[src/rtl/riscv_pkg.sv]
// rtl/riscv_pkg.sv - shared constants and types for the instruction fetch front end
//
// Purpose : word size, the NOP encoding shown while no instruction is buffered,
//           the {instr, pc} buffer entry and the fetch FSM state encoding.
package riscv_pkg;

  localparam int XLEN = 32;
  localparam logic [XLEN-1:0] NOP_INSTR = 32'h0000_0013;

  typedef struct packed {
    logic [XLEN-1:0] instr;
    logic [XLEN-1:0] pc;
  } fetch_entry_t;

  typedef enum logic {
    RUN   = 1'b0,
    DRAIN = 1'b1
  } fetch_state_e;

endpackage

[src/rtl/fetch_fifo.sv]
// rtl/fetch_fifo.sv - synchronous FIFO of fetch entries with registered head
//
// Purpose : small circular buffer; head is read straight from the storage
//           registers, so it carries no combinational path from push_data.
// Ports   : clk, rst_n      clock, asynchronous active-low reset
//           push, push_data write an entry (ignored when full or flushing)
//           pop             drop the head entry (ignored when empty or flushing)
//           flush           empty the FIFO; wins over push and pop
//           count           number of stored entries (0..DEPTH)
//           head            oldest entry; RESET_VAL after reset
module fetch_fifo
  import riscv_pkg::*;
#(
  parameter int           DEPTH     = 2,
  parameter fetch_entry_t RESET_VAL = '0
) (
  input  logic                     clk,
  input  logic                     rst_n,
  input  logic                     push,
  input  fetch_entry_t             push_data,
  input  logic                     pop,
  input  logic                     flush,
  output logic [$clog2(DEPTH):0]   count,
  output fetch_entry_t             head
);

  localparam int PW = $clog2(DEPTH);
  localparam int CW = PW + 1;

  fetch_entry_t  mem_q [DEPTH];
  logic [PW-1:0] rd_ptr_q;
  logic [PW-1:0] wr_ptr_q;
  logic [CW-1:0] count_q;
  logic          do_push;
  logic          do_pop;

  assign do_push = push && (count_q != CW'(DEPTH)) && !flush;
  assign do_pop  = pop && (count_q != '0) && !flush;

  // DEPTH is a power of two, so the pointers wrap on their own.
  always_ff @(posedge clk or negedge rst_n) begin
    if (!rst_n) begin
      rd_ptr_q <= '0;
      wr_ptr_q <= '0;
      count_q  <= '0;
      for (int i = 0; i < DEPTH; i++) begin
        mem_q[i] <= RESET_VAL;
      end
    end else if (flush) begin
      rd_ptr_q <= '0;
      wr_ptr_q <= '0;
      count_q  <= '0;
    end else begin
      if (do_push) begin
        mem_q[wr_ptr_q] <= push_data;
        wr_ptr_q        <= wr_ptr_q + 1'b1;
      end
      if (do_pop) begin
        rd_ptr_q <= rd_ptr_q + 1'b1;
      end
      count_q <= count_q + CW'(do_push) - CW'(do_pop);
    end
  end

  assign count = count_q;
  assign head  = mem_q[rd_ptr_q];

endmodule

[src/rtl/instruction_fetch.sv]
// rtl/instruction_fetch.sv - PC owner, credit-limited fetch issue and instruction buffer
//
// Purpose : issues word fetches while outstanding + buffered < FIFO_DEPTH, tags
//           each request with its PC, buffers returned words and hands them to
//           the datapath; redirects reload the PC, flush the buffer and drop the
//           responses of fetches already in flight.
// Ports   : clk, rst_n                       clock, asynchronous active-low reset
//           imem_req_valid/ready/addr        fetch request channel
//           imem_rsp_valid/data              in-order responses, no backpressure
//           instr_valid/ready, instr, instr_pc  buffered instruction to datapath
//           redirect_valid, redirect_pc      new fetch target (bits [1:0] ignored)
//           fetch_stall_cycles               only with IFETCH_PERF_CNT_EN defined:
//                                            cycles the datapath waited on fetch
module instruction_fetch
  import riscv_pkg::*;
#(
  parameter logic [31:0] RESET_PC   = 32'h0000_0000,
  parameter int          FIFO_DEPTH = 2
) (
  input  logic        clk,
  input  logic        rst_n,
  output logic        imem_req_valid,
  input  logic        imem_req_ready,
  output logic [31:0] imem_req_addr,
  input  logic        imem_rsp_valid,
  input  logic [31:0] imem_rsp_data,
  output logic        instr_valid,
  input  logic        instr_ready,
  output logic [31:0] instr,
  output logic [31:0] instr_pc,
`ifdef IFETCH_PERF_CNT_EN
  output logic [31:0] fetch_stall_cycles,
`endif
  input  logic        redirect_valid,
  input  logic [31:0] redirect_pc
);

  localparam int             CW          = $clog2(FIFO_DEPTH) + 1;
  localparam logic [CW:0]    DEPTH_C     = (CW + 1)'(FIFO_DEPTH);
  localparam fetch_entry_t   RESET_ENTRY = {NOP_INSTR, RESET_PC};

  fetch_state_e  state_q, state_d;
  logic [31:0]   fetch_pc_q, fetch_pc_d;
  logic [CW-1:0] drop_cnt_q, drop_cnt_d;
  logic          started_q;

  logic [CW-1:0] outstanding;
  logic [CW-1:0] occupancy;
  logic [CW-1:0] outstanding_post;
  logic [CW:0]   credits_used;
  logic          req_fire;
  logic          rsp_accept;
  logic          rsp_keep;
  logic          instr_pop;
  fetch_entry_t  tag_entry;
  fetch_entry_t  tag_head;
  fetch_entry_t  rsp_entry;
  fetch_entry_t  data_head;
  logic          unused_tag_instr;

  // started_q holds off the first request until the first edge after reset release.
  assign credits_used   = {1'b0, outstanding} + {1'b0, occupancy};
  assign imem_req_valid = started_q && !redirect_valid && (credits_used < DEPTH_C);
  assign imem_req_addr  = fetch_pc_q;

  assign req_fire   = imem_req_valid && imem_req_ready;
  // With nothing outstanding (e.g. a response to a fetch issued before reset) there is no tag.
  assign rsp_accept = imem_rsp_valid && (outstanding != '0);
  assign rsp_keep   = rsp_accept && (drop_cnt_q == '0) && !redirect_valid;
  assign instr_pop  = instr_valid && instr_ready;

  assign outstanding_post = outstanding + CW'(req_fire) - CW'(rsp_accept);

  // Tag entries only carry a PC; the instr field is unused.
  assign tag_entry        = {NOP_INSTR, fetch_pc_q};
  assign unused_tag_instr = ^tag_head.instr;
  assign rsp_entry        = {imem_rsp_data, tag_head.pc};

  always_ff @(posedge clk or negedge rst_n) begin
    if (!rst_n) begin
      state_q    <= RUN;
      fetch_pc_q <= RESET_PC;
      drop_cnt_q <= '0;
      started_q  <= 1'b0;
    end else begin
      state_q    <= state_d;
      fetch_pc_q <= fetch_pc_d;
      drop_cnt_q <= drop_cnt_d;
      started_q  <= 1'b1;
    end
  end

  always_comb begin
    fetch_pc_d = fetch_pc_q;
    drop_cnt_d = drop_cnt_q;
    state_d    = state_q;

    if (req_fire) begin
      fetch_pc_d = fetch_pc_q + 32'd4;
    end
    if (rsp_accept && (drop_cnt_q != '0)) begin
      drop_cnt_d = drop_cnt_q - 1'b1;
    end
    // A response landing in the redirect cycle is already excluded from outstanding_post.
    if (redirect_valid) begin
      fetch_pc_d = redirect_pc & 32'hFFFF_FFFC;
      drop_cnt_d = outstanding_post;
    end

    case (state_q)
      RUN: begin
        if (redirect_valid && (outstanding_post != '0)) begin
          state_d = DRAIN;
        end
      end
      DRAIN: begin
        if (drop_cnt_d == '0) begin
          state_d = RUN;
        end
      end
      default: state_d = RUN;
    endcase
  end

  fetch_fifo #(
    .DEPTH     (FIFO_DEPTH),
    .RESET_VAL (RESET_ENTRY)
  ) u_tag_q (
    .clk       (clk),
    .rst_n     (rst_n),
    .push      (req_fire),
    .push_data (tag_entry),
    .pop       (rsp_accept),
    .flush     (1'b0),
    .count     (outstanding),
    .head      (tag_head)
  );

  fetch_fifo #(
    .DEPTH     (FIFO_DEPTH),
    .RESET_VAL (RESET_ENTRY)
  ) u_instr_q (
    .clk       (clk),
    .rst_n     (rst_n),
    .push      (rsp_keep),
    .push_data (rsp_entry),
    .pop       (instr_pop),
    .flush     (redirect_valid),
    .count     (occupancy),
    .head      (data_head)
  );

  assign instr_valid = (occupancy != '0);
  assign instr       = data_head.instr;
  assign instr_pc    = data_head.pc;

`ifdef IFETCH_PERF_CNT_EN
  logic [31:0] stall_cnt_q;

  always_ff @(posedge clk or negedge rst_n) begin
    if (!rst_n) begin
      stall_cnt_q <= '0;
    end else if (!instr_valid && instr_ready) begin
      stall_cnt_q <= stall_cnt_q + 32'd1;
    end
  end

  assign fetch_stall_cycles = stall_cnt_q;
`endif

endmodule

[config.mk]
export PLATFORM = sky130hd
export DESIGN_NAME = instruction_fetch
export DESIGN_NICKNAME = d
export VERILOG_FILES = /design/src/rtl/riscv_pkg.sv /design/src/rtl/fetch_fifo.sv /design/src/rtl/instruction_fetch.sv
export SDC_FILE = /design/constraint.sdc
export NUM_CORES = 1
export LEC_CHECK = 0
export ABC_AREA = 1
export CAP_MARGIN = 20
export CORE_MARGIN = 10
export CORE_UTILIZATION = 55
export CTS_BUF_LIST = sky130_fd_sc_hd__clkbuf_16
export CTS_CLUSTER_SIZE = 20
export DETAILED_ROUTE_END_ITERATION = 7
export PLACE_DENSITY = 0.81
export SKIP_LAST_GASP = 1
export SLEW_MARGIN = 20
export SYNTH_ARGS = -nofsm -noshare
export SYNTH_HDL_FRONTEND = slang
export SYNTH_SLANG_ARGS = --single-unit
[constraint.sdc]
create_clock -name clk -period 3.1 [get_ports clk]
set_clock_uncertainty 0.1 [all_clocks]
set_input_delay 0.31 -clock clk [delete_from_list [all_inputs] [get_ports clk]]
set_output_delay 0.31 -clock clk [all_outputs]
set_load 0.02 [all_outputs]
==> results.yml, run 1 <==
sta:
  rsz0062_at_grt: "false"
  worstMarginPinSlew_ps: 917
  hold_viol_final: 0
  relSlewSlack: 0.388
  slew_viol_final: 0
  fmax_ghz: 0.348
  period_share: 0.926
  setup_tns_ps: 0
  final.min_clock_period_ps: 2870
  setup_viol: 0
cells_and_area:
  fin_nets: 1615
  num-fill-cells: 1588
  final_cell_mix: "608 x nand2_1, 218 x dfrtp_1, 160 x clkdlybuf4s50_1, 125 x inv_1, 111 x nand3_1"
  areaGrowthSynthToFinish_pct: 23.3
  fin_area_um2: 13500
  drive_gt1_frac: 0.0695
  final_common_cell: "nand2_1"
  antenna_cells: 0
  fin_cells: 1819
worst_setup_path:
  cp_max_fo: 69
  crit_family: "buffers and inverters"
  worstSetupEndpointType: "output port"
  cp.arrival_ps: 2460
  cp.required_ps: 2690
  crit_chain: "buf_12 > nand2_1 > o21ai_0 > clkdlybuf4s50_1"
  worst-path-buf-inv: 2
  critPathLaunchType: "register"
  crit_type: "reg2out"
  cp_slowest_cell: "dfrtp_2"
  slowest_delay_ps: 690
drt:
  routedWlPerCell_um: 15.5
  drt_iter0_drc: 764
  antenna_left: 0
  first_pass_iters: 8
  num_vias: 9497
  viasPerCell: 5.22
  drc: 0
  totalWireLength_um: 28200
yosys:
  synth_cell_type_count: 37
  syn_area_um2: 11000
  synth_fa_ha_area_frac: 0.00980
  synth-seq-cells: 225
  yosys.area_share.simple: 0.284
  seq_area_frac_synth: 0.513
  syn-instance-count: 1400
  synth_compound_area_frac: 0.0734
  yosys.area.top_type_share: 0.499
  synth_xor_area_frac: 0.00877
  yosysTopAreaCell: "dfrtp_1"
  syn_avg_cell_area_um2: 7.85
  synth.area.top_cells: "dfrtp_1 50%, nand2_1 21%, nand3_1 5.1%"
  synth_top_family_by_area: "simple AND/OR/NAND/NOR gates"
  ys_warn_count: 0
  synth_mux_area_frac: 0.0308
die:
  die_h_um: 161
  start_util: 0.563
  die_area_um2: 26000
  core_area_um2: 19500
  row_count: 51
  die-width_um: 161
  pin_count: 168
grt:
  grt_usage: 0.213
  grt_pass1_vias: 9473
  grt_pass1_wl_um: 46900
  overflow: 0
  grt_max_degree: 92
  antenna_found_initial: 0
place:
  gp_congestion: 0.857
  placed_cell_area_um2: 12700
  dp_cells: 1774
  port_buffers: 161
  place_hpwl_um: 18900
clock_network:
  clk_pin_slew_ps: 60
  clock_latency_ps: 520
  cts_buffer_depth: 3
  cts_inserted_buffers: 25
  hold_buffers: 1
  clock-sinks: 225
  post_cts.repair.setup_buffers: 0
  ctsResizeCount: 0
  h-tree-depth: 1
  root_buffer: "clkbuf_16"
  cts_tree: "built"
power_and_ir_drop:
  power_w: 0.0125
  p_per_area_nw_per_um2: 921
  leakagePower_nw: 6.78
  ir_worst_vdd_v: 0.000414
outcome:
  outcome: "completed"
job:
  maxCapViolCount: 0
worst_hold_path:
  hp-class: "in2reg"
## worst paths after layout
path / to / cells after the start / startpoint / slack [ps]
min in group asynchronous: u_instr_q.mem_q[108] / 2 / rst_n / 310
hold / removal: u_instr_q.mem_q[32] / 3 / imem_rsp_data[0] / 250
max in group asynchronous: u_instr_q.mem_q[95] / 3 / rst_n / 1780
hold reg to reg: u_tag_q.mem_q[30] / 2 / u_tag_q.mem_q[30] / 370
setup / recovery: instr[27] / 4 / u_instr_q.rd_ptr_q / 230
setup reg to reg: u_tag_q.mem_q[27] / 11 / u_tag_q.count[0] / 450
## state kept, by name, summed over array words and instances (netlist names)
name                count
u_instr_q.mem_q       124
u_tag_q.count           2
u_instr_q.count         2
u_instr_q.wr_ptr_q      1
imem_req_addr          30
drop_cnt_q              2
u_instr_q.rd_ptr_q      1
u_tag_q.mem_q          60
u_tag_q.wr_ptr_q        1
started_q               1
u_tag_q.rd_ptr_q        1
## report_power, final
group	switching, W	internal, W	total, W
combinational	0.00265	0.00195	0.00461
clock	0.00114	0.00179	0.00292
sequential	0.000779	0.00416	0.00494
## cell type report
type                            count  area [µm²]  area share
Timing Repair Buffer              181        1810       0.133
Clock inverter                     19         184      0.0136
Inverter                          123         464      0.0343
Multi-Input combinational cell    981        4490       0.332
Sequential cell                   225        5640       0.417
Tap cell                          265         332      0.0245
Clock buffer                       25         626      0.0462
## worst min-delay path, stage by stage
cell and delay [ps]:
clkdlybuf4s50_1 400, inv_1 70, o21ai_1 70
## per-layer routing
layer	wire [µm]	share of wire	track usage	vias up
li1	-	-	-	4642
met4	479	0.017	0.0476	0
met5	0	0	0	-
met3	1970	0.070	0.0447	44
met2	13600	0.48	0.354	294
met1	12200	0.43	0.283	4517
## cells in the mapped netlist (all sizes together)
| cell type | instances |
|---|---|
| a21oi | 6 |
| and2 | 2 |
| buf | 41 |
| clkbuf | 33 |
| conb | 2 |
| dfrtp | 219 |
| dfstp | 6 |
| fa | 1 |
| ha | 7 |
| inv | 123 |
| mux2 | 30 |
| nand2 | 610 |
| nand3 | 111 |
| nand4 | 1 |
| nor2 | 49 |
| nor3 | 1 |
| o211ai | 4 |
| o21a | 2 |
| o21ai | 131 |
| o21bai | 8 |
| or2 | 2 |
| xnor2 | 5 |
| xor2 | 6 |
## kinds of logic after synthesis
family | after synthesis
other | 2
AOI/OAI and AO/OA | 151
and+or+nand+nor | 776
buffers and inverters | 197
adders and majority gates | 8
muxes | 30
DFF | 225
xor gates and xnor gates | 11
## stage by stage
stage | setup slack [ps] | hold slack, ps | utilization
final | 229 | 247 | 0.693
after global routing | 91.4 | 249 | 0.693
after CTS | 224 | 228 | 0.693
after detailed placement | 399 | 309 | 0.651
after global placement | 478 | 312 | 0.651
after floorplan | 681 | -85.6 | -
(Power assumes the default switching activity.)
==> run 2: changes to the inputs <==
--- a/config.mk
+++ b/config.mk
@@ -8,11 +8,10 @@
 export ABC_AREA = 1
 export CAP_MARGIN = 20
 export CORE_MARGIN = 10
-export CORE_UTILIZATION = 55
+export CORE_UTILIZATION = 40
 export CTS_BUF_LIST = sky130_fd_sc_hd__clkbuf_16
 export CTS_CLUSTER_SIZE = 20
 export DETAILED_ROUTE_END_ITERATION = 7
-export PLACE_DENSITY = 0.81
 export SKIP_LAST_GASP = 1
 export SLEW_MARGIN = 20
 export SYNTH_ARGS = -nofsm -noshare
==> run 2 against run 1 <==
Effect of this change:
- sequential cell count did not move
- total power fell by 1.2%
- global-route usage fell by 4.7 points
- maximum frequency barely moved
- final cell count rose by 4.3%
- critical path depth fell by 1
- register-to-register slack improved by 120 ps
- critical path type unchanged
==> results.yml, run 2 (synthesis results as in run 1) <==
outcome:
  outcome: "completed"
die:
  row_count: 60
  core_area_um2: 27000
  pin_count: 168
  start_util: 0.408
  die_area_um2: 34500
  die-width_um: 186
  die_h_um: 186
sta:
  fmax_ghz: 0.349
  worstMarginPinSlew_ps: 927
  hold_viol_final: 0
  final.min_clock_period_ps: 2870
  slew_viol_final: 0
  period_share: 0.925
  setup_viol: 0
  relSlewSlack: 0.381
  setup_tns_ps: 0
  rsz0062_at_grt: "false"
power_and_ir_drop:
  leakagePower_nw: 6.78
  intPower_w: 0.00776
  ir_worst_vdd_v: 0.000366
  swShare: 0.371
  p_per_area_nw_per_um2: 906
  p_switching_w: 0.00457
  pwr-share-seq: 0.398
  power_frac_comb: 0.372
  pwr-share-clk: 0.229
drt:
  antenna_left: 0
  first_pass_iters: 5
  drc: 0
  routedWlPerCell_um: 15.1
  totalWireLength_um: 28700
  met1_length_um: 14000
  wl_met3_um: 1920
  drt_iter0_drc: 614
  wl_met2_um: 12400
  viasPerCell: 4.80
  num_vias: 9105
  top_layer: "met4"
grt:
  grt_max_degree: 95
  grt_usage: 0.166
  overflow: 0
  grt_pass1_vias: 8905
  grt_pass1_wl_um: 47200
  antenna_found_initial: 0
cells_and_area:
  fin_cells: 1898
  regMostFlops: "u_instr_q.mem_q"
  utilization: 0.505
  fin_nets: 1617
  areaGrowthSynthToFinish_pct: 23.9
  largest_register_ff_count: 124
  final_common_cell: "nand2_1"
  final_cell_mix: "608 x nand2_1, 218 x dfrtp_1, 160 x clkdlybuf4s50_1, 127 x inv_1, 111 x nand3_1"
  drive_gt1_frac: 0.0713
  antenna_cells: 0
clock_network:
  cts_inserted_buffers: 26
  clock-sinks: 225
  clock_latency_ps: 520
  clk_pin_slew_ps: 60
  h-tree-depth: 1
  cts_tree: "built"
  cts_buffer_depth: 3
  root_buffer: "clkbuf_16"
place:
  place_hpwl_um: 19100
  dp_cells: 1851
  port_buffers: 161
  gp_congestion: 0.897
worst_setup_path:
  worstSetupEndpointType: "output port"
  cp.required_ps: 2690
  critPathLaunchType: "register"
  cp_max_fo: 47
  crit_type: "reg2out"
  cp.arrival_ps: 2460
worst_hold_path:
  hp-class: "in2reg"
job:
  maxCapViolCount: 0
## run 2: cell types whose count changed in the layout (fill, tap and decap cells not counted), moves of 2 or more
cell / change
bufinv_16: -3
buf_4: +2
clkbuf_16: +2
clkinv_2: +2
inv_1: +2
## run 2: power by group through the flow
stage / clock network [W] / registers (W) / logic [W]
2_1_floorplan: 0 / 0.00480 / 0.00287
3_3_place_gp: 0 / 0.00490 / 0.00459
3_5_place_dp: 0 / 0.00495 / 0.00465
4_1_cts: 0.00291 / 0.00491 / 0.00468
5_1_grt: 0.00302 / 0.00508 / 0.00517
6_report: 0.00283 / 0.00491 / 0.00459
## run 2: worst paths after layout
kind,startpoint,to,slack (ps),cells past startpoint
setup / recovery,u_instr_q.rd_ptr_q,instr[30],230,3
hold / removal,imem_rsp_data[1],u_instr_q.mem_q[33],230,3
setup reg to reg,u_tag_q.count[0],u_tag_q.mem_q[28],570,11
hold reg to reg,u_tag_q.mem_q[26],u_tag_q.mem_q[26],360,2
max in group asynchronous,rst_n,u_tag_q.mem_q[81],1690,3
min in group asynchronous,rst_n,u_instr_q.mem_q[106],310,2
## run 2: per-layer routing
| metal | vias up | GRT usage |
|---|---|---|
| met1 | 4224 | 0.235 |
| met3 | 28 | 0.0376 |
| met4 | 0 | 0.0319 |
| li1 | 4640 | - |
| met2 | 213 | 0.256 |
| met5 | - | 0 |
## run 2: final cells by class
cell class / instances / area (µm²)
Clock inverter: 19 / 106
Timing Repair Buffer: 182 / 1800
Multi-Input combinational cell: 981 / 4490
Sequential cell: 225 / 5640
Clock buffer: 27 / 676
Inverter: 123 / 464
Fill cell: 2618 / 13300
Tap cell: 341 / 427
## run 2: worst max-delay path: stages (launching register included)
cell,delay (ps)
dfrtp_4,650
buf_4,280
o21ai_0,320
clkdlybuf4s50_1,680
## run 2: per-stage QoR
stage	total power [W]	hold WS [ps]	setup WS [ps]	cell area, µm²
floorplan	0.00767	-85.6	681	11000
CTS	0.0125	200	24.5	13600
finish	0.0123	226	231	13600
global placement	0.00950	291	606	12800
detailed placement	0.00960	291	575	12800
global route	0.0133	229	83.6	13600
## run 2: repair_timing
action / 4_1_cts / 5_1_grt
endpoints found under the setup margin: 0 / 25
endpoints found under the hold margin: 90 / 0
setup buffers: 0 / 0
hold buffers: 1 / 0
gates resized for setup: 0 / 1
==> run 3: changes to the inputs <==
--- a/config.mk
+++ b/config.mk
@@ -8,10 +8,12 @@
 export ABC_AREA = 1
 export CAP_MARGIN = 20
 export CORE_MARGIN = 10
-export CORE_UTILIZATION = 40
+export CORE_UTILIZATION = 55
 export CTS_BUF_LIST = sky130_fd_sc_hd__clkbuf_16
 export CTS_CLUSTER_SIZE = 20
 export DETAILED_ROUTE_END_ITERATION = 7
+export GPL_ROUTABILITY_DRIVEN = 1
+export PLACE_DENSITY = 0.81
 export SKIP_LAST_GASP = 1
 export SLEW_MARGIN = 20
 export SYNTH_ARGS = -nofsm -noshare
==> constraint.sdc (replaced) <==
create_clock -name clk -period 2.9 [get_ports clk]
set_clock_uncertainty 0.1 [all_clocks]
set_input_delay 0.29 -clock clk [delete_from_list [all_inputs] [get_ports clk]]
set_output_delay 0.29 -clock clk [all_outputs]
set_load 0.02 [all_outputs]
==> run 3 against run 2 <==
Effect of this change:
- hold slack got worse by 9.9 ps
- first-iteration DRC count rose by 17%
- final cell count fell by 4.2%
- combinational power rose by 7.8%
- routed wire length fell by 0.93%
- sequential power rose by 7.7%
- total power rose by 5.6%
- non-clock buffer count did not move
- clock power fell by 2%
- global-route usage rose by 5.3 points
- sequential share of layout area rose by 0.47 points
- clock-buffer cell count fell by 2
- critical path type unchanged
==> results.yml, run 3 (synthesis results as in run 1) <==
place:
  place_hpwl_um: 18900
  gp_congestion: 0.854
  port_buffers: 161
  dp_slack_ps: 331
worst_setup_path:
  cp.required_ps: 2510
  cp.arrival_ps: 2480
  crit_type: "reg2out"
  reg2reg_depth: 11
  worstSetupEndpointType: "output port"
  crit_start: "u_instr_q.rd_ptr_q"
  r2r-start: "u_tag_q.count[0]"
  critPathLaunchType: "register"
  cp_max_fo: 49
cells_and_area:
  regMostFlops: "u_instr_q.mem_q"
  utilization: 0.689
  final_cell_mix: "608 x nand2_1, 218 x dfrtp_1, 159 x clkdlybuf4s50_1, 121 x inv_1, 111 x nand3_1"
  antenna_cells: 0
  fin_nets: 1615
  largest_register_ff_count: 124
  drive_gt1_frac: 0.0727
  areaGrowthSynthToFinish_pct: 22.5
  final_common_cell: "nand2_1"
drt:
  drt_iter0_drc: 719
  viasPerCell: 5.28
  antenna_left: 0
  drc: 0
  num_vias: 9607
  routedWlPerCell_um: 15.6
  first_pass_iters: 5
  totalWireLength_um: 28400
sta:
  worstMarginPinSlew_ps: 885
  hold_viol_final: 0
  period_share: 0.990
  final.min_clock_period_ps: 2870
  setup_viol: 0
  rsz0062_at_grt: "true"
  relSlewSlack: 0.409
  fmax_ghz: 0.348
  finalWorstSetupSlack_ps: 29.4
  setup_tns_ps: 0
  hold_ws_ps: 216
  slew_viol_final: 0
job:
  maxCapViolCount: 0
power_and_ir_drop:
  ir_worst_vdd_v: 0.000531
  leakagePower_nw: 6.75
  p_per_area_nw_per_um2: 967
worst_hold_path:
  hp-class: "in2async"
die:
  die_area_um2: 26000
  core_area_um2: 19500
  pin_count: 168
  die_h_um: 161
  die-width_um: 161
  row_count: 51
  start_util: 0.563
grt:
  grt_usage: 0.220
  overflow: 0
  grt_pass1_wl_um: 48500
  grt_max_degree: 92
  grt_pass1_vias: 9910
  antenna_found_initial: 0
clock_network:
  cts_tree: "built"
  h-tree-depth: 1
  cts_inserted_buffers: 24
  cts_buffer_depth: 3
  root_buffer: "clkbuf_16"
  clock-sinks: 225
  post_cts.repair.setup_buffers: 0
  clk_pin_slew_ps: 60
  clock_latency_ps: 510
outcome:
  outcome: "completed"
[run 3: changes by cell type in the layout (fill, tap and decap cells not counted), moves of 2 or more]
cell	previous run	this run
buf_4	18	16
clkinv_2	4	10
inv_1	127	121
clkbuf_16	27	25
[run 3: path summary, 6_finish.rpt]
path | endpoint | slack, ps
setup / recovery | instr_pc[10] | 30
hold / removal | u_instr_q.mem_q[108] | 220
setup reg to reg | u_tag_q.mem_q[21] | 250
hold reg to reg | u_tag_q.mem_q[8] | 370
max in group asynchronous | u_tag_q.mem_q[7] | 1710
min in group clk | u_instr_q.mem_q[32] | 230
[run 3: metal layers]
layer  share of wire  global-route usage  wire [µm]  up-vias
met2            0.48               0.363      13500      332
met3           0.072              0.0478       2060       44
met1            0.43               0.286      12300     4601
li1                -                   -          -     4630
met5               0                   0          0        -
met4           0.018              0.0596        516        0
[run 3: what timing repair did]
item                                    CTS  global route
endpoints found under the setup margin    0            11
resized for setup                         0             3
hold buffers                              1             0
hold endpoints to repair                 55             0
[run 3: through the flow]
step | instance area (µm²) | std cells | power [W]
finish | 13500 | 1819 | 0.0130
global route | 13500 | 1819 | 0.0139
CTS | 13400 | 1819 | 0.0131
detailed placement | 12700 | 1775 | 0.0102
global placement | 12700 | 1775 | 0.0100
floorplan | 11000 | 1403 | 0.00820
[run 3: layout make-up]
type / instances / area [µm²]
inverters: 123 / 464
multi-input cells: 981 / 4490
clock inverters: 18 / 85.1
repair buffers: 182 / 1820
fillers: 1637 / 6070
clock buffers: 25 / 626
flip-flops and latches: 225 / 5640
well taps: 265 / 332
[run 3: critical path, stage by stage, from the launching register on]
cell,delay [ps]
dfrtp_4,620
buf_12,230
o21ai_0,410
clkdlybuf4s50_1,700
[run 3: where the power goes]
part / switching (W) / internal, W
registers: 0.000838 / 0.00445
clock network: 0.00121 / 0.00156
logic: 0.00286 / 0.00209
